==> config.mk <==
export PLATFORM = sky130hd
export DESIGN_NAME = pwm_cfg_ctrl_flat
export DESIGN_NICKNAME = d
export VERILOG_FILES = /design/src/rtl/pwm_cfg_pkg.sv /design/src/rtl/pwm_cfg_ctrl_if.sv /design/src/rtl/pwm_cfg_chan.sv /design/src/rtl/pwm_cfg_ctrl.sv /design/src/flat_wrapper.sv
export SDC_FILE = /design/constraint.sdc
export NUM_CORES = 1
export LEC_CHECK = 0
export ABC_AREA = 1
export CAP_MARGIN = 30
export CORE_AREA = 2 2 246 248
export CTS_CLUSTER_DIAMETER = 100
export DETAILED_ROUTE_END_ITERATION = 8
export DIE_AREA = 0 0 248 250
export PLACE_DENSITY_LB_ADDON = 0.05
export REMOVE_ABC_BUFFERS = 1
export SLEW_MARGIN = 10
export SYNTH_ARGS = -nofsm -noshare
export SYNTH_HDL_FRONTEND = slang
export SYNTH_SLANG_ARGS = --single-unit
==> constraint.sdc <==
create_clock -name clk_i -period 1.9 [get_ports clk_i]
set_input_delay 0.38 -clock clk_i [delete_from_list [all_inputs] [get_ports clk_i]]
set_output_delay 0.38 -clock clk_i [all_outputs]
set_load 0.03 [all_outputs]
==> src/rtl/pwm_cfg_pkg.sv <==
// Shared constants and types for the PWM configuration controller: register map,
// control/status bit positions, mode encodings and the per-channel config record.
package pwm_cfg_pkg;

    localparam int unsigned CH_STRIDE = 32'h20;

    localparam logic [4:0] OFF_MODE   = 5'h00;
    localparam logic [4:0] OFF_PERIOD = 5'h04;
    localparam logic [4:0] OFF_THR1   = 5'h08;
    localparam logic [4:0] OFF_THR2   = 5'h0C;
    localparam logic [4:0] OFF_STEP   = 5'h10;
    localparam logic [4:0] OFF_CTRL   = 5'h14;
    localparam logic [4:0] OFF_STATUS = 5'h18;
    localparam logic [4:0] OFF_RSVD   = 5'h1C;

    localparam int unsigned CTRL_COMMIT  = 0;
    localparam int unsigned CTRL_FORCE   = 1;
    localparam int unsigned CTRL_IRQ_EN  = 2;
    localparam int unsigned STAT_PENDING = 0;
    localparam int unsigned STAT_APPLIED = 1;

    localparam logic [1:0] MODE_OFF   = 2'd0;
    localparam logic [1:0] MODE_STD   = 2'd1;
    localparam logic [1:0] MODE_HEART = 2'd2;

    typedef enum logic {StIdle, StPending} chan_state_e;

    typedef struct packed {
        logic [1:0]  mode;
        logic [31:0] period;
        logic [31:0] thr1;
        logic [31:0] thr2;
        logic [11:0] step;
    } pwm_cfg_t;

endpackage

==> src/rtl/pwm_cfg_ctrl_if.sv <==
// Request/response bus between the core and the PWM configuration controller.
interface pwm_cfg_ctrl_if #(
    parameter int unsigned ADDR_W = 8
);
    logic              req_valid;
    logic              req_ready;
    logic              req_we;
    logic [ADDR_W-1:0] req_addr;
    logic [31:0]       req_wdata;
    logic              rsp_valid;
    logic [31:0]       rsp_rdata;
    logic              rsp_err;

    modport master (
        output req_valid, req_we, req_addr, req_wdata,
        input  req_ready, rsp_valid, rsp_rdata, rsp_err
    );

    modport slave (
        input  req_valid, req_we, req_addr, req_wdata,
        output req_ready, rsp_valid, rsp_rdata, rsp_err
    );
endinterface

==> src/rtl/pwm_cfg_chan.sv <==
// One PWM channel: shadow and active config, IDLE/PENDING commit FSM, applied-sticky and irq.
module pwm_cfg_chan
    import pwm_cfg_pkg::*;
(
    input  logic        clk_i,
    input  logic        rst_ni,
    input  logic        wr_en_i,
    input  logic [4:0]  off_i,
    input  logic [31:0] wdata_i,
    input  logic        wrap_i,
    output logic [31:0] rdata_o,
    output pwm_cfg_t    active_o,
    output logic        irq_o
);

    pwm_cfg_t    shadow_q, shadow_d, active_q, active_d;
    chan_state_e state_q, state_d;
    logic        sticky_q, sticky_d, irq_en_q, irq_en_d, irq_q;
    logic        commit, force_req, apply;

    always_ff @(posedge clk_i or negedge rst_ni) begin
        if (!rst_ni) begin
            shadow_q <= '0;
            active_q <= '0;
            state_q  <= StIdle;
            sticky_q <= 1'b0;
            irq_en_q <= 1'b0;
            irq_q    <= 1'b0;
        end else begin
            shadow_q <= shadow_d;
            active_q <= active_d;
            state_q  <= state_d;
            sticky_q <= sticky_d;
            irq_en_q <= irq_en_d;
            irq_q    <= sticky_q & irq_en_q;
        end
    end

    always_comb begin
        shadow_d  = shadow_q;
        active_d  = active_q;
        state_d   = state_q;
        sticky_d  = sticky_q;
        irq_en_d  = irq_en_q;
        apply     = 1'b0;
        commit    = wr_en_i && (off_i == OFF_CTRL) && wdata_i[CTRL_COMMIT];
        force_req = wr_en_i && (off_i == OFF_CTRL) && wdata_i[CTRL_FORCE];

        if (wr_en_i) begin
            unique case (off_i)
                OFF_MODE:   shadow_d.mode   = wdata_i[1:0];
                OFF_PERIOD: shadow_d.period = wdata_i;
                OFF_THR1:   shadow_d.thr1   = wdata_i;
                OFF_THR2:   shadow_d.thr2   = wdata_i;
                OFF_STEP:   shadow_d.step   = wdata_i[11:0];
                OFF_CTRL:   irq_en_d        = wdata_i[CTRL_IRQ_EN];
                OFF_STATUS: if (wdata_i[STAT_APPLIED]) sticky_d = 1'b0;
                default: ;
            endcase
        end

        if (force_req) begin
            apply   = 1'b1;
            state_d = StIdle;
        end else begin
            unique case (state_q)
                StIdle: if (commit) state_d = StPending;
                StPending: begin
                    // A stopped channel has no boundary to wait for.
                    if (wrap_i || (active_q.mode == MODE_OFF)) begin
                        apply   = 1'b1;
                        state_d = commit ? StPending : StIdle;
                    end
                end
                default: state_d = StIdle;
            endcase
        end

        // Registered shadow only: a same-edge shadow write lands after the copy.
        if (apply) begin
            active_d = shadow_q;
            sticky_d = 1'b1;
        end
    end

    always_comb begin
        rdata_o = '0;
        unique case (off_i)
            OFF_MODE:   rdata_o = {30'd0, shadow_q.mode};
            OFF_PERIOD: rdata_o = shadow_q.period;
            OFF_THR1:   rdata_o = shadow_q.thr1;
            OFF_THR2:   rdata_o = shadow_q.thr2;
            OFF_STEP:   rdata_o = {20'd0, shadow_q.step};
            OFF_CTRL:   rdata_o = {29'd0, irq_en_q, 2'b00};
            OFF_STATUS: rdata_o = {30'd0, sticky_q, state_q == StPending};
            default: ;
        endcase
    end

    assign active_o = active_q;
    assign irq_o    = irq_q;

endmodule

==> src/rtl/pwm_cfg_ctrl.sv <==
// Register-mapped config controller for N_CH PWM channels: address decode, error
// checking and the one-cycle response register around per-channel shadow/active blocks.
module pwm_cfg_ctrl
    import pwm_cfg_pkg::*;
#(
    parameter int unsigned N_CH   = 2,
    parameter int unsigned ADDR_W = 8
) (
    input  logic                 clk_i,
    input  logic                 rst_i,
    pwm_cfg_ctrl_if.slave        bus_io,
    input  logic [N_CH-1:0]      pwm_wrap_i,
    output logic [2*N_CH-1:0]    pwm_mode_o,
    output logic [32*N_CH-1:0]   pwm_period_o,
    output logic [32*N_CH-1:0]   pwm_thr1_o,
    output logic [32*N_CH-1:0]   pwm_thr2_o,
    output logic [12*N_CH-1:0]   pwm_step_o,
    output logic                 irq_o
);

    localparam int unsigned CH_W = ADDR_W - 5;

    logic              ready_q, rsp_valid_q, rsp_err_q;
    logic [31:0]       rsp_rdata_q, rsp_rdata_d, rd_mux;
    logic              accept, err;
    logic [CH_W-1:0]   ch_idx;
    logic [4:0]        off;
    logic [N_CH-1:0]   wr_en, chan_irq;
    logic [31:0]       chan_rdata  [N_CH];
    pwm_cfg_t          chan_active [N_CH];

    assign accept = bus_io.req_valid && ready_q;
    assign ch_idx = bus_io.req_addr[ADDR_W-1:5];
    assign off    = bus_io.req_addr[4:0];

    always_comb begin
        err = (bus_io.req_addr[1:0] != 2'b00)
           || (32'(ch_idx) >= N_CH)
           || (off == OFF_RSVD)
           || (bus_io.req_we && (off == OFF_MODE) && (bus_io.req_wdata[1:0] == 2'd3));
    end

    always_comb begin
        wr_en  = '0;
        rd_mux = '0;
        for (int c = 0; c < N_CH; c++) begin
            if (ch_idx == CH_W'(c)) begin
                wr_en[c] = accept && bus_io.req_we && !err;
                rd_mux   = chan_rdata[c];
            end
        end
        rsp_rdata_d = (accept && !bus_io.req_we && !err) ? rd_mux : 32'd0;
    end

    always_ff @(posedge clk_i or negedge rst_i) begin
        if (!rst_i) begin
            ready_q     <= 1'b0;
            rsp_valid_q <= 1'b0;
            rsp_err_q   <= 1'b0;
            rsp_rdata_q <= '0;
        end else begin
            ready_q     <= 1'b1;
            rsp_valid_q <= accept;
            rsp_err_q   <= accept && err;
            rsp_rdata_q <= rsp_rdata_d;
        end
    end

    assign bus_io.req_ready = ready_q;
    assign bus_io.rsp_valid = rsp_valid_q;
    assign bus_io.rsp_err   = rsp_err_q;
    assign bus_io.rsp_rdata = rsp_rdata_q;

    for (genvar c = 0; c < N_CH; c++) begin : g_chan
        pwm_cfg_chan u_chan (
            .clk_i    (clk_i),
            .rst_ni   (rst_i),
            .wr_en_i  (wr_en[c]),
            .off_i    (off),
            .wdata_i  (bus_io.req_wdata),
            .wrap_i   (pwm_wrap_i[c]),
            .rdata_o  (chan_rdata[c]),
            .active_o (chan_active[c]),
            .irq_o    (chan_irq[c])
        );

        assign pwm_mode_o[2*c +: 2]    = chan_active[c].mode;
        assign pwm_period_o[32*c +: 32] = chan_active[c].period;
        assign pwm_thr1_o[32*c +: 32]   = chan_active[c].thr1;
        assign pwm_thr2_o[32*c +: 32]   = chan_active[c].thr2;
        assign pwm_step_o[12*c +: 12]   = chan_active[c].step;
    end

    assign irq_o = |chan_irq;

endmodule
==> src/flat_wrapper.sv <==
// flat-port wrapper written by rule: the top's interface ports become plain ports
module pwm_cfg_ctrl_flat import pwm_cfg_pkg::*;
#(
    parameter int unsigned N_CH   = 2,
    parameter int unsigned ADDR_W = 8
)
  (clk_i, rst_i, pwm_wrap_i, pwm_mode_o, pwm_period_o, pwm_thr1_o, pwm_thr2_o, pwm_step_o, irq_o, bus_io_req_valid, bus_io_req_we, bus_io_req_addr, bus_io_req_wdata, bus_io_req_ready, bus_io_rsp_valid, bus_io_rsp_rdata, bus_io_rsp_err);
  pwm_cfg_ctrl_if #(.ADDR_W(ADDR_W)) bus_io_i ();
  input  logic clk_i;
  input  logic rst_i;
  input  logic [N_CH-1:0] pwm_wrap_i;
  output logic [2*N_CH-1:0] pwm_mode_o;
  output logic [32*N_CH-1:0] pwm_period_o;
  output logic [32*N_CH-1:0] pwm_thr1_o;
  output logic [32*N_CH-1:0] pwm_thr2_o;
  output logic [12*N_CH-1:0] pwm_step_o;
  output logic irq_o;
  input wire logic [$bits(bus_io_i.req_valid)-1:0] bus_io_req_valid;
  input wire logic [$bits(bus_io_i.req_we)-1:0] bus_io_req_we;
  input wire logic [$bits(bus_io_i.req_addr)-1:0] bus_io_req_addr;
  input wire logic [$bits(bus_io_i.req_wdata)-1:0] bus_io_req_wdata;
  output wire logic [$bits(bus_io_i.req_ready)-1:0] bus_io_req_ready;
  output wire logic [$bits(bus_io_i.rsp_valid)-1:0] bus_io_rsp_valid;
  output wire logic [$bits(bus_io_i.rsp_rdata)-1:0] bus_io_rsp_rdata;
  output wire logic [$bits(bus_io_i.rsp_err)-1:0] bus_io_rsp_err;
  assign bus_io_i.req_valid = bus_io_req_valid;
  assign bus_io_i.req_we = bus_io_req_we;
  assign bus_io_i.req_addr = bus_io_req_addr;
  assign bus_io_i.req_wdata = bus_io_req_wdata;
  assign bus_io_req_ready = bus_io_i.req_ready;
  assign bus_io_rsp_valid = bus_io_i.rsp_valid;
  assign bus_io_rsp_rdata = bus_io_i.rsp_rdata;
  assign bus_io_rsp_err = bus_io_i.rsp_err;
  pwm_cfg_ctrl #(.N_CH(N_CH), .ADDR_W(ADDR_W)) u_core (.clk_i(clk_i), .rst_i(rst_i), .bus_io(bus_io_i), .pwm_wrap_i(pwm_wrap_i), .pwm_mode_o(pwm_mode_o), .pwm_period_o(pwm_period_o), .pwm_thr1_o(pwm_thr1_o), .pwm_thr2_o(pwm_thr2_o), .pwm_step_o(pwm_step_o), .irq_o(irq_o));
endmodule
Yosys cells after proc, flatten, opt, wreduce, memory -nomap -nowiden:

Cells that the tools add are included.

* bitwise gates (word level): 4
* mux-type cells: 27
* order comparisons: 1
* multiply operators: 0
* $add $sub $neg: 0
* eq/ne operators: 9
* reduce and logical (&&, ||, !) cells: 47
* shift-type cells: 0
* divide/modulo/power cells: 0

Operators with widths (number)
* one-hot mux 32 bit (7 select lines): 2
* 2-to-1 mux 32 bit: 3
* AND reduction 2 bit: 12
* equality test 5 bit (second input constant): 4
* 2-to-1 mux 1 bit: 20
* logical AND 1 bit: 14
* nonzero test 2 bit: 7
* equality test 5 x 4 -> 1 bit (second input constant): 2
* AND reduction 3 bit: 2
* equality test 5 x 3 -> 1 bit (second input constant): 1
* logical NOT 5 bit: 1
* logical OR 1 bit: 5
* logical NOT 2 bit: 2
* one-hot mux 1 bit (2 select lines): 2
* equality test 3 x 1 -> 1 bit (second input constant): 1
* greater-or-equal comparator 3 x 2 -> 1 bit (second input constant): 1
* logical NOT 3 bit: 1
* bitwise AND 1 bit: 2
* equality test 2 bit (second input constant): 1
* logical NOT 1 bit: 2
* NOT 1 bit: 2
* OR reduction 2 bit: 1

* input bits: 46
* bits in registers: 483
* bits in read-only memories: 0
* output and inout port bits: 256
* word-level logic and storage cells: 120
* bits in latches: 0
* memories kept: 0
* RAM bits: 0

Depth between registers and ports, before layout:

Gate-level depths: netlist of run 1.

* depth after elaboration: 13
* mapped depth: 12
* gate-level depth less buffers: 10

Hierarchy:

A second synthesis of run 1 with hierarchy kept.

* cells, all modules: 2401
* area, all modules: 20582.2 sq um

Modules (own cells, without submodules)
* pwm_cfg_chan: area each 9344.0 sq um, instances 2, cells each 1081
* pwm_cfg_ctrl: area each 1894.3 sq um, instances 1, cells each 239

Worst setup path before layout of run 1:

No wires, ideal clock.

* kind: register -> register
* start: register u_core.ready_q (netlist: u_core.bus_io.req_ready)
* end: register u_core.g_chan[1].u_chan.shadow_q[24] (netlist name)
* period minus slack after synthesis: 1.773 ns
* cell stages (with the launch flop): 10
* path buffers: 2
* arrival time: 1.647 ns
* setup time: 0.126 ns
* required time: 1.774 ns
* path slack: 0.127 ns
* path through: dfrtp_1 nand2_1 inv_1 nand3_2 nor2_4 nand2_4 nor2_2 buf_4 buf_2 o21ai_0

* longest elaborated chain between the ends: 5

RTL lines
* start: declaration: line pwm_cfg_ctrl.sv:23 `logic ready_q, rsp_valid_q, rsp_err_q;`
* start signal: assignment: line pwm_cfg_ctrl.sv:57 `ready_q <= 1'b0;`
* start signal: assignment: line pwm_cfg_ctrl.sv:62 `ready_q <= 1'b1;`
* logical AND 1 bit: line pwm_cfg_ctrl.sv:32 `assign accept = bus_io.req_valid && ready_q;`
* via u_core.accept: line pwm_cfg_ctrl.sv:25 `logic accept, err;`
* logical AND 1 bit (2 in series): line pwm_cfg_ctrl.sv:48 `wr_en[c] = accept && bus_io.req_we && !err;`
* 2-to-1 mux 1 bit: line pwm_cfg_ctrl.sv:47 `if (ch_idx == CH_W'(c)) begin`
* AND reduction 2 bit (no line)
* end signal: assignment: line pwm_cfg_chan.sv:30 `shadow_q <= shadow_d;`
* end: declaration: line pwm_cfg_chan.sv:16 `pwm_cfg_t shadow_q, shadow_d, active_q, active_d;`

The timed path passes the listed nets, and every way through them passes these cells.
A chain may end at the register's enable or synchronous reset.

Worst setup path in the final report of run 1:

* start: register u_core.g_chan[0].u_chan.active_q (netlist bit u_core.g_chan[0].u_chan.active_o[95])
* end: output pwm_period_o[19]

RTL lines
* start: declaration: line pwm_cfg_chan.sv:16
* start signal: assignment: line pwm_cfg_chan.sv:31 `active_q <= active_d;`
* end: declaration: line flat_wrapper.sv:13 `output logic [32*N_CH-1:0] pwm_period_o;`

No word-level cell between the ends.

==> results of run 1 <==
## power by group
part,switching (W),leakage [nW],internal [W]
sequential,0.0000113,6.08,0.0103
clock,0.00442,0.911,0.00660
combinational,0.000542,8.07,0.000254
## stage by stage
stage | util, % | hold WS, ns
after global routing | 45.6 | 0.315
after global placement | 42.9 | 0.366
final | 45.6 | 0.300
after detailed placement | 42.9 | 0.356
after CTS | 45.6 | 0.309
after floorplan | - | 0.0844
## flip-flops by register name, summed over array words and instances (netlist names)
register / cells
u_core.g_chan.u_chan.state_q: 2
u_core.g_chan.u_chan.active_o: 220
u_core.g_chan.u_chan.irq_en_q: 2
u_core.bus_io.rsp_err: 1
u_core.g_chan.u_chan.irq_o: 2
u_core.bus_io.rsp_valid: 1
u_core.g_chan.u_chan.shadow_q: 220
u_core.bus_io.rsp_rdata: 32
u_core.g_chan.u_chan.sticky_q: 2
u_core.bus_io.req_ready: 1
## final cells by class
class	instances	share of cell area (%)
sequential	483	44.5
multi-input combinational	1606	26.3
timing repair buffer	458	16.6
clock buffer	84	6.22
tap	782	3.60
inverter	153	2.12
clock inverter	13	0.636
## placed cells by master, fill, tap and decap left out, types with 16 or more instances in the layout
cell type,count
dlygate4sd2_1,252
buf_12,49
nand3_1,227
buf_4,101
dfrtp_1,483
nand2_1,903
o21ai_0,227
clkbuf_8,16
nor2_1,78
clkbuf_16,57
o211ai_1,34
o22ai_1,30
o21ai_1,33
a21oi_1,16
clkdlybuf4s50_1,44
inv_1,147
## synthesized netlist by cell type
library cell / number / area share (%)
nand2_1: 910 / 17
dfrtp_1: 483 / 59
nand3_1: 229 / 5.6
o21ai_0: 228 / 5.6
inv_1: 147 / 2.7
nor2_1: 85 / 1.6
clkbuf_1: 74 / 1.4
buf_2: 53 / 1.3
o211ai_1: 34 / 1.2
o21ai_1: 32 / 0.78
o22ai_1: 30 / 0.91
buf_4: 20 / 0.73
a21oi_1: 16 / 0.39
buf_6: 11 / 0.60
nor3_1: 10 / 0.24
buf_1: 8 / 0.15
nand4_1: 6 / 0.18
nor2_2: 6 / 0.18
inv_2: 5 / 0.091
clkbuf_2: 3 / 0.073
nor2_4: 3 / 0.16
o2111ai_1: 3 / 0.13
a21boi_0: 2 / 0.073
nand2_4: 2 / 0.11
nand4_2: 2 / 0.12
o21bai_1: 2 / 0.073
o221ai_1: 2 / 0.085
a31oi_1: 1 / 0.030
clkinv_1: 1 / 0.018
conb_1: 1 / 0.018
nand3_2: 1 / 0.049
or2_2: 1 / 0.030
## path summary, 6_finish.rpt
| check | from | to | slack [ns] | cells past startpoint |
|---|---|---|---|---|
| max | u_core.g_chan[0].u_chan.active_o[95] | pwm_period_o[19] | 0.04 | 1 |
| min | rst_i | u_core.g_chan[1].u_chan.active_o[86] | 0.30 | 2 |
| max reg2reg | u_core.bus_io.req_ready | u_core.g_chan[0].u_chan.active_o[77] | 0.13 | 11 |
| min reg2reg | u_core.g_chan[0].u_chan.shadow_q[21] | u_core.g_chan[0].u_chan.active_o[21] | 0.46 | 2 |
| max in group asynchronous | rst_i | u_core.g_chan[1].u_chan.active_o[13] | 0.79 | 3 |
| min in group clk_i | bus_io_req_valid | u_core.bus_io.rsp_err | 0.44 | 4 |
## metal layers
layer	up-vias	global-route usage, %	wire [µm]
met5	-	0	13
met4	2	7.44	2290
met2	430	40.1	35600
li1	8418	-	-
met3	123	3.90	3470
met1	8765	31.8	32500
## timing repair
item,in CTS,in global routing
hold endpoints to repair,23,0
hold buffers,1,0
endpoints found under the setup margin,401,88
setup buffers,2,0
pin swaps,1,0
resized for setup,260,14
## cell families (layout without fill, tap and decap cells)
family          after synthesis  after routing  share of synthesized area [%]
flops                       483            483                           58.9
compound gates              350            350                           9.27
buf+inv                     322            708                           6.99
other cells                   1              1                         0.0183
simple gates               1255           1255                           24.9
==> flow_metrics.py, run 1 <==
metrics = {
    "floorplanning": {
        "dieArea_um2": 62000,
        "core_um2": 59600,
        "start_util_pct": 34.5,
        "die_h_um": 250,
        "fp-row-count": 90,
        "die_w_um": 248,
        "ioPinCount": 302,
    },
    "clocking": {
        "htree_levels": 2,
        "cts_tree": "built",
        "path_clk_slew_ns": 0.06,
        "cts_root_buf": "clkbuf_16",
        "cts_num_sinks": 483,
        "clk_latency_ns": 0.61,
        "numCtsBuffers": 54,
        "clockBufferDepth": 3,
    },
    "cells_and_area": {
        "area_delta_synth_final_pct": 32.2,
        "fill_cells": 5963,
        "seq_area_um2": 12100,
        "diodes": 0,
        "final_area_um2": 27200,
        "multi_input_area_um2": 7140,
        "finalNonFillerCells": 3579,
        "drive_gt1_share_pct": 10.0,
        "fin_nets": 2802,
    },
    "synthesis": {
        "netlist_instances": 2411,
        "ys_seq_elements": 483,
        "yosysWarnings": 0,
        "syn_avg_cell_area_um2": 8.52,
        "yosysUniqueCellTypes": 32,
        "synthesis.area_um2": 20500,
        "ys_seq_area_share_pct": 58.9,
    },
    "sta": {
        "hold_violations": 0,
        "fin_tns_setup_ns": 0,
        "fin_crit_sh_pct": 97.8,
        "worst_slack_ns": 0.0415,
        "report.final.slew_viol_count": 0,
        "fmax_mhz": 538,
        "rsz0062_at_grt": "true",
        "worst_slew_pin_slew_ns": 0.515,
        "setup_viol": 0,
        "period_minus_slack_ns": 1.86,
        "clock-skew-final_ns": 0.0112,
        "slew_headroom_pct": 65.7,
    },
    "global_routing": {
        "grt_pass1_wl_mm": 113,
        "grt_usage_pct": 24.0,
        "grt_max_degree": 67,
        "grt_pass1_vias": 18400,
        "antenna_found_initial": 1,
        "grt-ovfl-total": 0,
    },
    "worst_setup_path": {
        "worstPathRequired_ns": 1.52,
        "crit_buf_inv": 1,
        "end_kind": "output port",
        "max_stage_delay_ns": 0.45,
        "cp_max_fo": 2,
        "critical_path_class": "reg2out",
        "critPathLaunchType": "register",
        "critPathSlowestCell": "dfrtp_1",
        "path_delay_family": "flip-flops",
        "crit_chain": "clkdlybuf4s15_1",
        "cp.arrival_ns": 1.48,
    },
    "status": {
        "outcome": "completed",
    },
    "placed_design": {
        "place_congestion": 0.799,
        "dpl-instance-area_um2": 25600,
        "dp_hpwl_mm": 49.0,
        "portBuffers": 301,
        "dp_cells": 3479,
        "dp_worst_setup_slack_ns": -0.706,
    },
    "detailed_routing": {
        "wirelength_mm": 73.8,
        "num_vias": 17700,
        "wire_per_inst_um": 20.6,
        "route.detailed.drc": 0,
        "firstDrtPassIters": 5,
        "postRouteAntennaNets": 0,
        "post_drt_via_cell_ratio": 4.96,
        "initialDrtViolationCount": 1147,
    },
    "power_and_ir_drop": {
        "p_leak_nw": 15.1,
        "p_per_area_nw_per_um2": 815,
        "vdd_drop_max_v": 0.000609,
        "finalPower_w": 0.0221,
    },
    "min_path": {
        "hold_class": "in2async",
    },
    "run": {
        "cap_viol_max_count": 0,
    },
}
(Power assumes the default switching activity.)
==> inputs of run 2 (changes only) <==
Settings changed: SYNTH_HIERARCHICAL from default to 1.
==> flow_metrics.py, run 2 <==
metrics = {
    "synthesis": {
        "ys_seq_elements": 483,
        "synthesis.area_um2": 20600,
        "netlist_instances": 2401,
        "synth_edf_count": 0,
        "yosysUniqueCellTypes": 26,
        "yosysTopAreaCell": "dfrtp_1",
        "async_flop_share_pct": 100,
        "ys_seq_area_share_pct": 58.7,
        "synth.most_common_cell": "nand2_1",
        "synth_common_cells": "nand2_1, dfrtp_1, nand3_1",
        "synth_top_area_share_pct": 58.7,
        "synth.area.top_cells": "dfrtp_1, nand2_1, nand3_1, o21ai_0, inv_1",
        "yosys_most_used_dff": "dfrtp_1",
        "syn_avg_cell_area_um2": 8.57,
        "yosysWarnings": 6,
    },
    "power_and_ir_drop": {
        "clkPwrFrac_pct": 49.7,
        "p_per_area_nw_per_um2": 804,
        "seqPwrFrac_pct": 46.8,
        "swShare_pct": 21.9,
        "vdd_drop_max_v": 0.000574,
        "p_sw_w": 0.00483,
        "p_leak_nw": 14.9,
        "comb_power_share_pct": 3.6,
        "p_int_w": 0.0172,
    },
    "placed_design": {
        "portBuffers": 301,
        "dp_cells": 3494,
        "place_congestion": 0.828,
        "dp_hpwl_mm": 48.9,
        "dp_worst_setup_slack_ns": -0.607,
    },
    "worst_setup_path": {
        "rrSetupSlack_ns": 0.22,
        "crit_chain": "dlygate4sd2_1",
        "critical_path_class": "reg2out",
        "worstPathRequired_ns": 1.52,
        "startpoint": "u_core/g_chan[0].u_chan/active_o[70]",
        "critPathSlowestCell": "dfrtp_1",
        "critPathLaunchType": "register",
        "max_stage_delay_ns": 0.44,
        "path_delay_family": "flip-flops",
        "regToRegStartpoint": "u_core/bus_io.req_ready",
        "cp_max_fo": 2,
        "cp.arrival_ns": 1.47,
        "crit_buf_inv": 1,
        "end_kind": "output port",
    },
    "status": {
        "outcome": "completed",
    },
    "global_routing": {
        "grt_max_degree": 63,
        "grt_pass1_vias": 17200,
        "grt_usage_pct": 22.5,
        "antenna_found_initial": 5,
        "grt-ovfl-total": 0,
        "grt_pass1_wl_mm": 106,
    },
    "sta": {
        "worst_slack_ns": 0.0519,
        "worst_slew_pin_slew_ns": 0.525,
        "fin_crit_sh_pct": 97.3,
        "hold_violations": 0,
        "report.final.slew_viol_count": 0,
        "clock-skew-final_ns": 0.00928,
        "slew_headroom_pct": 65.0,
        "period_minus_slack_ns": 1.85,
        "setup_viol": 0,
        "fmax_mhz": 541,
        "fin_tns_setup_ns": 0,
    },
    "cells_and_area": {
        "fin_nets": 2818,
        "fill_cells": 5913,
        "drive_gt1_share_pct": 11.7,
        "final_common_cell": "nand2_1",
        "finalNonFillerCells": 3601,
        "mostFrequentLayoutCells": "nand2_1, dfrtp_1, nand3_1",
        "area_delta_synth_final_pct": 33.1,
        "fin_util_pct": 46.0,
    },
    "clocking": {
        "numCtsBuffers": 53,
        "clk_latency_ns": 0.60,
        "cts_tree": "built",
        "path_clk_slew_ns": 0.06,
        "cts_root_buf": "clkbuf_16",
        "clockBufferDepth": 3,
        "cts_num_sinks": 483,
        "htree_levels": 2,
    },
    "floorplanning": {
        "ioPinCount": 302,
        "fp-row-count": 90,
        "dieArea_um2": 62000,
        "core_um2": 59600,
        "die_h_um": 250,
        "die_w_um": 248,
        "start_util_pct": 34.6,
    },
    "detailed_routing": {
        "initialDrtViolationCount": 1592,
        "route.detailed.drc": 0,
        "wire_per_inst_um": 19.3,
        "wirelength_mm": 69.5,
        "postRouteAntennaNets": 0,
        "num_vias": 17500,
        "firstDrtPassIters": 6,
        "post_drt_via_cell_ratio": 4.87,
    },
    "min_path": {
        "hold_class": "in2async",
    },
    "run": {
        "cap_viol_max_count": 0,
    },
}
==> run 2: power groups by stage <==
stage / Combinational (W) / Sequential [W] / Clock, W
2_1_floorplan: 0.000147 / 0.0105 / 0
3_3_place_gp: 0.000790 / 0.0105 / 0
3_5_place_dp: 0.000797 / 0.0105 / 0
4_1_cts: 0.000799 / 0.0103 / 0.0112
5_1_grt: 0.000867 / 0.0103 / 0.0117
6_report: 0.000785 / 0.0103 / 0.0109
==> run 2: final timing paths <==
path,to,cells after the start
setup reg to reg,u_core/g_chan[0].u_chan/active_o[75],10
hold / removal,u_core/g_chan[1].u_chan/active_o[17],2
max in group asynchronous,u_core/g_chan[1].u_chan/shadow_q[78],3
hold reg to reg,u_core/g_chan[0].u_chan/active_o[108],2
setup / recovery,pwm_thr1_o[26],1
min in group clk_i,u_core/bus_io.rsp_rdata[1],6
==> run 2: area by class of cell <==
cell class / instances / area [µm²] / area share (%)
clock buffer: 82 / 1620 / 5.90
clock inverter: 18 / 251 / 0.918
antenna: 2 / 5.00 / 0.0183
inverter: 129 / 484 / 1.77
tap: 782 / 978 / 3.57
sequential: 483 / 12100 / 44.1
timing repair buffer: 467 / 4760 / 17.4
multi-input combinational: 1638 / 7220 / 26.4
==> run 2: through the flow <==
stage	hold WS, ns	power, W	cell area [µm²]
2_1_floorplan	0.0844	0.0106	19700
3_3_place_gp	0.320	0.0113	25700
3_5_place_dp	0.317	0.0113	25700
4_1_cts	0.275	0.0223	27300
5_1_grt	0.292	0.0228	27400
6_report	0.290	0.0220	27400
==> run 2: routing by layer <==
metal  wire length [µm]  GRT usage [%]  vias to the layer above  part of all wire [%]
met1              33100           33.9                     8588                    48
met2              31700           34.3                      459                    46
li1                   -              -                     8408                     -
met3               3470           2.75                       76                   5.0
met4               1240           5.42                        0                   1.8
met5                  0              0                        -                     0
==> run 2: logic make-up after synthesis <==
group	count (synthesis)	share of synthesized area (%)
buf+inv	280	6.54
other cells	1	0.0182
flops	483	58.7
simple gates	1410	29.1
compound gates	227	5.57
==> run 2: what timing repair did <==
action,CTS,global route
setup buffers,0,2
gates cloned,0,2
hold buffers,1,0
gates resized for setup,256,17
hold endpoints to repair,21,0
setup endpoints to repair,256,173
pin swaps,0,4
